### src/rtl/pin_event_buffer_pkg.sv
// Shared constants and event layout for the probe readout path.
// The sender and the analyser use the same definitions.
package pin_event_buffer_pkg;

  localparam int PIN_W   = 8;
  localparam int TIME_W  = 32;
  localparam int EVENT_W = TIME_W + PIN_W;

  localparam int EV_TIME_MSB = EVENT_W - 1;
  localparam int EV_TIME_LSB = PIN_W;
  localparam int EV_PINS_MSB = PIN_W - 1;
  localparam int EV_PINS_LSB = 0;

  function automatic logic [EVENT_W-1:0] pack_event(input logic [TIME_W-1:0] t,
                                                    input logic [PIN_W-1:0]  p);
    logic [EVENT_W-1:0] ev;
    ev = '0;
    ev[EV_TIME_MSB:EV_TIME_LSB] = t;
    ev[EV_PINS_MSB:EV_PINS_LSB] = p;
    return ev;
  endfunction

endpackage

### src/rtl/pin_event_buffer_fifo.sv
// Synchronous FIFO with wrap-bit pointers; a read frees the slot a
// same-cycle write may use, so a full FIFO accepts push+pop together.
module sync_fifo #(
  parameter int WIDTH      = 8,
  parameter int DEPTH_LOG2 = 4
) (
  input  logic                  clk,
  input  logic                  rst,
  input  logic                  wr_en_i,
  input  logic [WIDTH-1:0]      wr_data_i,
  input  logic                  rd_en_i,
  output logic [WIDTH-1:0]      rd_data_o,
  output logic                  empty_o,
  output logic                  full_o,
  output logic [DEPTH_LOG2:0]   level_o
);

  localparam int DEPTH = 1 << DEPTH_LOG2;
  localparam logic [DEPTH_LOG2:0] PTR_ONE = 1;

  logic [WIDTH-1:0]    mem_q [DEPTH];
  logic [DEPTH_LOG2:0] wr_ptr_q, wr_ptr_d;
  logic [DEPTH_LOG2:0] rd_ptr_q, rd_ptr_d;
  logic                do_wr, do_rd;

  assign empty_o = (wr_ptr_q == rd_ptr_q);
  assign full_o  = (wr_ptr_q[DEPTH_LOG2] != rd_ptr_q[DEPTH_LOG2]) &&
                   (wr_ptr_q[DEPTH_LOG2-1:0] == rd_ptr_q[DEPTH_LOG2-1:0]);
  assign do_rd   = rd_en_i && !empty_o;
  assign do_wr   = wr_en_i && (!full_o || do_rd);
  assign level_o = wr_ptr_q - rd_ptr_q;

  // Head reads as zero while empty so the output is clean out of reset.
  assign rd_data_o = empty_o ? '0 : mem_q[rd_ptr_q[DEPTH_LOG2-1:0]];

  always_comb begin
    wr_ptr_d = wr_ptr_q;
    rd_ptr_d = rd_ptr_q;
    if (do_wr) wr_ptr_d = wr_ptr_q + PTR_ONE;
    if (do_rd) rd_ptr_d = rd_ptr_q + PTR_ONE;
  end

  always_ff @(posedge clk or posedge rst) begin
    if (rst) begin
      wr_ptr_q <= '0;
      rd_ptr_q <= '0;
    end else begin
      wr_ptr_q <= wr_ptr_d;
      rd_ptr_q <= rd_ptr_d;
    end
  end

  always_ff @(posedge clk) begin
    if (do_wr) mem_q[wr_ptr_q[DEPTH_LOG2-1:0]] <= wr_data_i;
  end

endmodule

### src/rtl/pin_event_buffer.sv
// Synchronises the probe pins, timestamps every change of the pin vector
// and queues {time, pins} events for the SPI sender to drain.
module pin_event_buffer
  import pin_event_buffer_pkg::*;
#(
  parameter int                DEPTH_LOG2 = 4,
  parameter logic [TIME_W-1:0] TIME_INIT  = '0
) (
  input  logic                 clk,
  input  logic                 rst,
  input  logic [PIN_W-1:0]     pin_values_i,
  output logic [EVENT_W-1:0]   event_data_o,
  output logic                 event_valid_o,
  input  logic                 event_pop_i,
  output logic                 overflow_o,
  output logic [DEPTH_LOG2:0]  fill_level_o
);

  localparam logic [TIME_W-1:0] TIME_ONE = 1;

  logic [PIN_W-1:0]   sync1_q, sync2_q, prev_q;
  logic [TIME_W-1:0]  time_q, time_d;
  logic               wr_en_q, wr_en_d;
  logic [EVENT_W-1:0] wr_data_q, wr_data_d;
  logic               overflow_q, overflow_d;
  logic               fifo_empty, fifo_full;

  // A change is stamped with the counter value of the cycle it is seen in;
  // the write itself is registered one cycle later.
  always_comb begin
    time_d     = time_q + TIME_ONE;
    wr_en_d    = (sync2_q != prev_q);
    wr_data_d  = pack_event(time_q, sync2_q);
    overflow_d = overflow_q |
                 (wr_en_q & fifo_full & ~(event_pop_i & ~fifo_empty));
  end

  always_ff @(posedge clk or posedge rst) begin
    if (rst) begin
      sync1_q    <= '0;
      sync2_q    <= '0;
      prev_q     <= '0;
      time_q     <= TIME_INIT;
      wr_en_q    <= 1'b0;
      wr_data_q  <= '0;
      overflow_q <= 1'b0;
    end else begin
      sync1_q    <= pin_values_i;
      sync2_q    <= sync1_q;
      prev_q     <= sync2_q;
      time_q     <= time_d;
      wr_en_q    <= wr_en_d;
      wr_data_q  <= wr_data_d;
      overflow_q <= overflow_d;
    end
  end

  sync_fifo #(
    .WIDTH      (EVENT_W),
    .DEPTH_LOG2 (DEPTH_LOG2)
  ) u_fifo (
    .clk       (clk),
    .rst       (rst),
    .wr_en_i   (wr_en_q),
    .wr_data_i (wr_data_q),
    .rd_en_i   (event_pop_i),
    .rd_data_o (event_data_o),
    .empty_o   (fifo_empty),
    .full_o    (fifo_full),
    .level_o   (fill_level_o)
  );

  assign event_valid_o = ~fifo_empty;
  assign overflow_o    = overflow_q;

endmodule
### config.mk
export PLATFORM = sky130hd
export DESIGN_NAME = pin_event_buffer
export DESIGN_NICKNAME = d
export VERILOG_FILES = /design/src/rtl/pin_event_buffer_pkg.sv /design/src/rtl/pin_event_buffer_fifo.sv /design/src/rtl/pin_event_buffer.sv
export SDC_FILE = /design/constraint.sdc
export NUM_CORES = 1
export LEC_CHECK = 0
export CORE_ASPECT_RATIO = 0.5
export CORE_MARGIN = 3
export CORE_UTILIZATION = 50
export CTS_CLUSTER_DIAMETER = 120
export DETAILED_ROUTE_END_ITERATION = 8
export PLACE_DENSITY_LB_ADDON = 0.1
export SLEW_MARGIN = 10
export SYNTH_ARGS = -nofsm -noshare
export SYNTH_HDL_FRONTEND = slang
export SYNTH_SLANG_ARGS = --single-unit
### constraint.sdc
create_clock -name clk -period 4.92 [get_ports clk]
set_input_delay 0.984 -clock clk [delete_from_list [all_inputs] [get_ports clk]]
set_output_delay 0.984 -clock clk [all_outputs]
set_load 0.02 [all_outputs]
Word level (Yosys, flattened, before mapping)
Memory sizes are Yosys's and may differ from the RTL's.
Index checks and enable logic that the tools add are counted.
- output and inout bits: 47
- bits in writable memories: 640
- memories: 1
- register bits after elaboration: 108
- input bits: 11
- logic and storage cells: 33
- memory list (memory ; words ; bits a word ; rd ports ; clocked after Yosys merged registers in ; write ports ; line ; RTL):
    u_fifo.mem_q ; 16 ; 40 ; 1 ; 0 ; 1 ; pin_event_buffer_fifo.sv:21 ; logic [WIDTH-1:0] mem_q [DEPTH];
- muxes and demuxes: 3
- add/subtract/negate cells: 4
- bitwise logic cells: 6
- reduce and logical (&&, ||, !) cells: 6
- equality and inequality tests: 4
- operators by type and width (operator ; count):
    40-bit two-way mux ; 1
    32-bit by 1-bit adder with 32-bit output (second input constant) ; 1
    5-bit by 1-bit adder with 5-bit output (second input constant) ; 2
    8-bit inequality test ; 1
    5-bit == test ; 1
    5-bit subtractor ; 1
    4-bit == test ; 1
    1-bit bitwise AND ; 3
    1-bit logical AND ; 3
    1-bit logical NOT ; 2
    1-bit two-way mux ; 2
    1-bit NOT ; 2
    1-bit logical OR ; 1
    1-bit inequality test ; 1
    1-bit bitwise OR ; 1

Longest topological paths before layout
- word-level depth: 7
- mapped depth: 10
- mapped depth without buffers: 7

Modules after synthesis
Synthesis repeated with hierarchy kept, for this count alone.
- cells, all modules: 1312
- area total of the unflattened synthesis: 28043.1 µm²
- by module, submodules not included (module ; area each (µm²) ; times used ; cells an instance ; sequential area each (µm²)):
    sync_fifo ; 25047.8 ; 1 ; 1115 ; 19468.7
    pin_event_buffer ; 2995.4 ; 1 ; 197 ; 2252.2

Least setup slack after synthesis
OpenSTA, ideal clock, no wires.
- kind: register to register
- start point: reg u_fifo.rd_ptr_q[1]
- end point: mem u_fifo.mem_q[3][0] in the netlist's numbering (enable)
- setup time: 487 ps
- period minus slack after synthesis: 5009 ps
- arrival: 4523 ps
- required time: 4433 ps
- buffers on the path: 4
- cell stages (with the launch flop): 11
- path slack: -89 ps
- cells stage by stage: dfrtp_1 buf_2 buf_2 buf_2 inv_1 ha_1 nand4_1 o31a_1 buf_2 nand2_1 nor3_1
- longest elaborated chain between the ends: 7
- elaborated cells between the ends (all ways): 10
- classes of those cells: eq/ne: 2; mux: 2; reduce/logical: 6
- ends and longest elaborated chain (element ; line ; RTL):
    from (decl) ; pin_event_buffer_fifo.sv:23 ; logic [DEPTH_LOG2:0] rd_ptr_q, rd_ptr_d;
    from (signal assigned) ; pin_event_buffer_fifo.sv:49 ; rd_ptr_q <= rd_ptr_d;
    5-bit == test / 4-bit == test (equally long branches) ; pin_event_buffer_fifo.sv:26, pin_event_buffer_fifo.sv:28 ;
    1-bit logical NOT / 1-bit logical AND (equally long branches) ; pin_event_buffer_fifo.sv:29, pin_event_buffer_fifo.sv:27 ;
    1-bit logical AND / 1-bit logical NOT (equally long branches) ; pin_event_buffer_fifo.sv:29, pin_event_buffer_fifo.sv:30 ;
    1-bit logical OR (*) ; pin_event_buffer_fifo.sv:30 ; assign do_wr = wr_en_i && (!full_o || do_rd);
    1-bit logical AND (*) ; pin_event_buffer_fifo.sv:30 ;
    1-bit two-way mux (*) ; pin_event_buffer_fifo.sv:54 ; if (do_wr) mem_q[wr_ptr_q[DEPTH_LOG2-1:0]] <= wr_data_i;
    1-bit two-way mux (not written as such) (*) ; pin_event_buffer_fifo.sv:54 ;
    to (decl) ; pin_event_buffer_fifo.sv:21 ;
Every way passes the cells marked *; elsewhere a longest branch is shown, timed or not.

Final worst setup path
- start point: reg u_fifo.wr_ptr_q[2]
- end point: out event_data_o[18]
- longest elaborated chain between the ends: 2
- ends and longest elaborated chain (element ; line ; RTL):
    from (decl) ; pin_event_buffer_fifo.sv:22 ; logic [DEPTH_LOG2:0] wr_ptr_q, wr_ptr_d;
    from (signal assigned) ; pin_event_buffer_fifo.sv:48 ; wr_ptr_q <= wr_ptr_d;
    5-bit == test ; pin_event_buffer_fifo.sv:26 ; assign empty_o = (wr_ptr_q == rd_ptr_q);
    40-bit two-way mux ; pin_event_buffer_fifo.sv:34 ; assign rd_data_o = empty_o ? '0 : mem_q[rd_ptr_q[DEPTH_LOG2-1:0]];
    to (decl) ; pin_event_buffer.sv:12 ; output logic [EVENT_W-1:0] event_data_o,
Every way passes these cells.

==> impl_metrics.yaml <==
run_status:
  status: "completed"
floorplan:
  start_util_pct: 51.2
  die_w_um: 340
  ios: 58
  num_rows: 60
  coreArea_um2: 54400
  die-area_um2: 58800
  die_h_um: 173
finish:
  seqCellArea_um2: 21700
  final_core_util_pct: 58.2
  n_antenna_cell: 0
  mostFrequentLayoutCells: "edfxtp_1 (640), mux4_2 (160), dfrtp_1 (98)"
  final_cell_area_um2: 31700
  multiInputGateArea_um2: 5950
  layout_commonest_cell: "edfxtp_1"
  area_growth_pct: 13.5
  n_fill_cell: 3956
  finalNetCount: 1363
  fin_cells: 2137
  layout-drive-gt1-share_pct: 23.0
synthesis:
  avgSynthCellArea_um2: 22.4
  synth_edf_count: 640
  ys_ff_latch: 740
  synthCells: 1245
  ys_seq_area_share_pct: 77.9
  synth_top_flop_cell: "edfxtp_1"
  syn_area_um2: 27900
  synth_warnings: 0
  syn_nets: 1267
  synth-async-reset-ratio_pct: 13.5
  synthDistinctLibCells: 35
global_route:
  antenna_found_initial: 0
  grt_start_max_net_pins: 163
  grt_pass1_wl_um: 85800
  grtUsageTotal_pct: 19.6
  grt.overflow.total: 0
  grt_pass1_vias: 13300
detailed_routing:
  detail-route-antenna-nets: 0
  drtIter0Drc: 1277
  via_per_inst: 5.91
  drtPass1Iterations: 5
  routed_wl_um: 56700
  drcViolationCount: 0
  via_count: 12600
  wl_per_cell_um: 26.5
pwr:
  swShare_pct: 31.2
  p_per_area_nw_per_um2: 622
  ir_drop_mv: 0.741
  clockPowerShare_pct: 25.6
  power_mw: 19.7
  seq_power_share_pct: 41.0
  p_leak_nw: 10.6
  pwr-share-comb_pct: 33.4
  p_int_mw: 13.5
  switchingPower_mw: 6.14
timing:
  period_share_pct: 93.3
  fin_crit_ns: 4.59
  rsz0062_at_grt: "false"
  fin_hold_ws_ns: 0.351
  slew_headroom_pct: 25.7
  hold_viol_final: 0
  slew_violations: 0
  setup_viol: 0
  setup-tns-final_ns: 0
  fmax_mhz: 218
  tightest_slew_ns: 1.12
  fin_skew_ns: 0.0237
  final.setup.worst_slack_ns: 0.329
run:
  drv_cap: 0
critical_path:
  path_class: "register to output pin"
  required_ns: 3.94
  worstPathMaxFanout: 15
  crit_start: "u_fifo.wr_ptr_q[2]"
  worstPathArrival_ns: 3.61
  worstSetupStartpointType: "register"
  r2r-start: "u_fifo.wr_ptr_q[2]"
  end_kind: "output pin"
clock_network:
  cts-root-buf: "clkbuf_16"
  clkSinkCount: 740
  hold_buffers: 0
  clkTransAtPathRegs_ns: 0.07
  htreeDepth: 2
  cts_tree: "done"
  cts_made_buffers: 61
  cts.path.max_buffers: 3
  postCtsSetupBuffers: 0
  post_cts_resized: 0
  clock_latency_ns: 0.62
place:
  placed_cells: 2022
  placed_area_um2: 29500
  pre_cts_ws_ns: 0.688
  gp_congestion: 0.733
  io_buffers: 57
  dp_hpwl_um: 30300
min_path:
  min_from: "sync1_q[4]"
  hold_path_class: "register to register"
sequential cells by signal, summed over array words and instances, names as in the netlist, 5 cells and up:
signal,cells
u_fifo.rd_ptr_q,5
u_fifo.wr_ptr_q,5
sync1_q,8
time_q,32
sync2_q,8
u_fifo.mem_q,640
wr_data_q,40
metal layers:
layer / track usage (%) / vias up / share of wire, %
met5: 0 / - / 0
met4: 3.47 / 0 / 1.2
met3: 3.61 / 53 / 6.0
met2: 29.9 / 364 / 47
met1: 30.4 / 6877 / 46
li1: - / 5334 / -
cells in the mapped netlist, drive strengths merged (3+ instances only):
library cell | count | area [µm²]
edfxtp | 640 | 19200
mux4 | 160 | 3600
dfrtp | 100 | 2500
mux2i | 80 | 801
o22ai | 40 | 250
buf | 37 | 239
xnor2 | 37 | 324
nand2 | 21 | 78.8
clkbuf | 20 | 76.3
nand4 | 17 | 121
nor2 | 13 | 48.8
xor2 | 13 | 114
nand3 | 12 | 60.1
inv | 11 | 41.3
ha | 10 | 125
and4 | 5 | 43.8
nor3 | 5 | 25.0
nor4 | 4 | 55.1
a21o | 3 | 22.5
and3 | 3 | 18.8
worst paths after layout:
| check | to | cells after the start | slack [ns] |
|---|---|---|---|
| setup / recovery | event_data_o[18] | 7 | 0.33 |
| hold / removal | sync2_q[4] | 0 | 0.35 |
| setup reg to reg | u_fifo.mem_q[8][22] | 6 | 1.61 |
| hold reg to reg | sync2_q[4] | 0 | 0.35 |
| max in group asynchronous | wr_data_q[25] | 3 | 3.33 |
| min in group asynchronous | u_fifo.rd_ptr_q[2] | 2 | 0.75 |
critical path, cell delays in order, from the launching register on:
cell,delay [ns]
dfrtp_1,0.70
ha_1,0.40
and4_1,0.23
nand2_1,0.16
nand2_2,0.22
buf_4,0.29
o22ai_1,0.30
clkdlybuf4s50_1,0.67
power groups by stage:
stage          logic, mW  clock network, mW  registers (mW)
2_1_floorplan       4.30                  0            8.12
3_3_place_gp        6.67                  0            8.15
3_5_place_dp        6.70                  0            8.21
4_1_cts             6.73               5.13            8.08
5_1_grt             7.04               5.41            8.14
6_report            6.58               5.03            8.07
area by class of cell:
cell class | instances | area share (%)
well taps | 744 | 2.94
clock inverters | 32 | 0.948
inverters | 11 | 0.146
multi-input cells | 437 | 18.8
flip-flops and latches | 740 | 68.6
clock buffers | 83 | 5.74
repair buffers | 90 | 2.82
cells by family (layout without fill, tap and decap cells):
| kind of cell | count (synthesis) | in the layout | synth area share (%) |
|---|---|---|---|
| AO/OA/AOI/OAI | 49 | 49 | 1.11 |
| buffers and inverters | 68 | 216 | 1.28 |
| AND/OR/NAND/NOR | 87 | 87 | 1.84 |
| multiplexers | 240 | 240 | 15.8 |
| XOR/XNOR | 50 | 50 | 1.57 |
| flip-flops | 740 | 740 | 77.9 |
| adder cells (fa/ha/maj) | 11 | 11 | 0.520 |
Power figures use the tool's default switching activity.
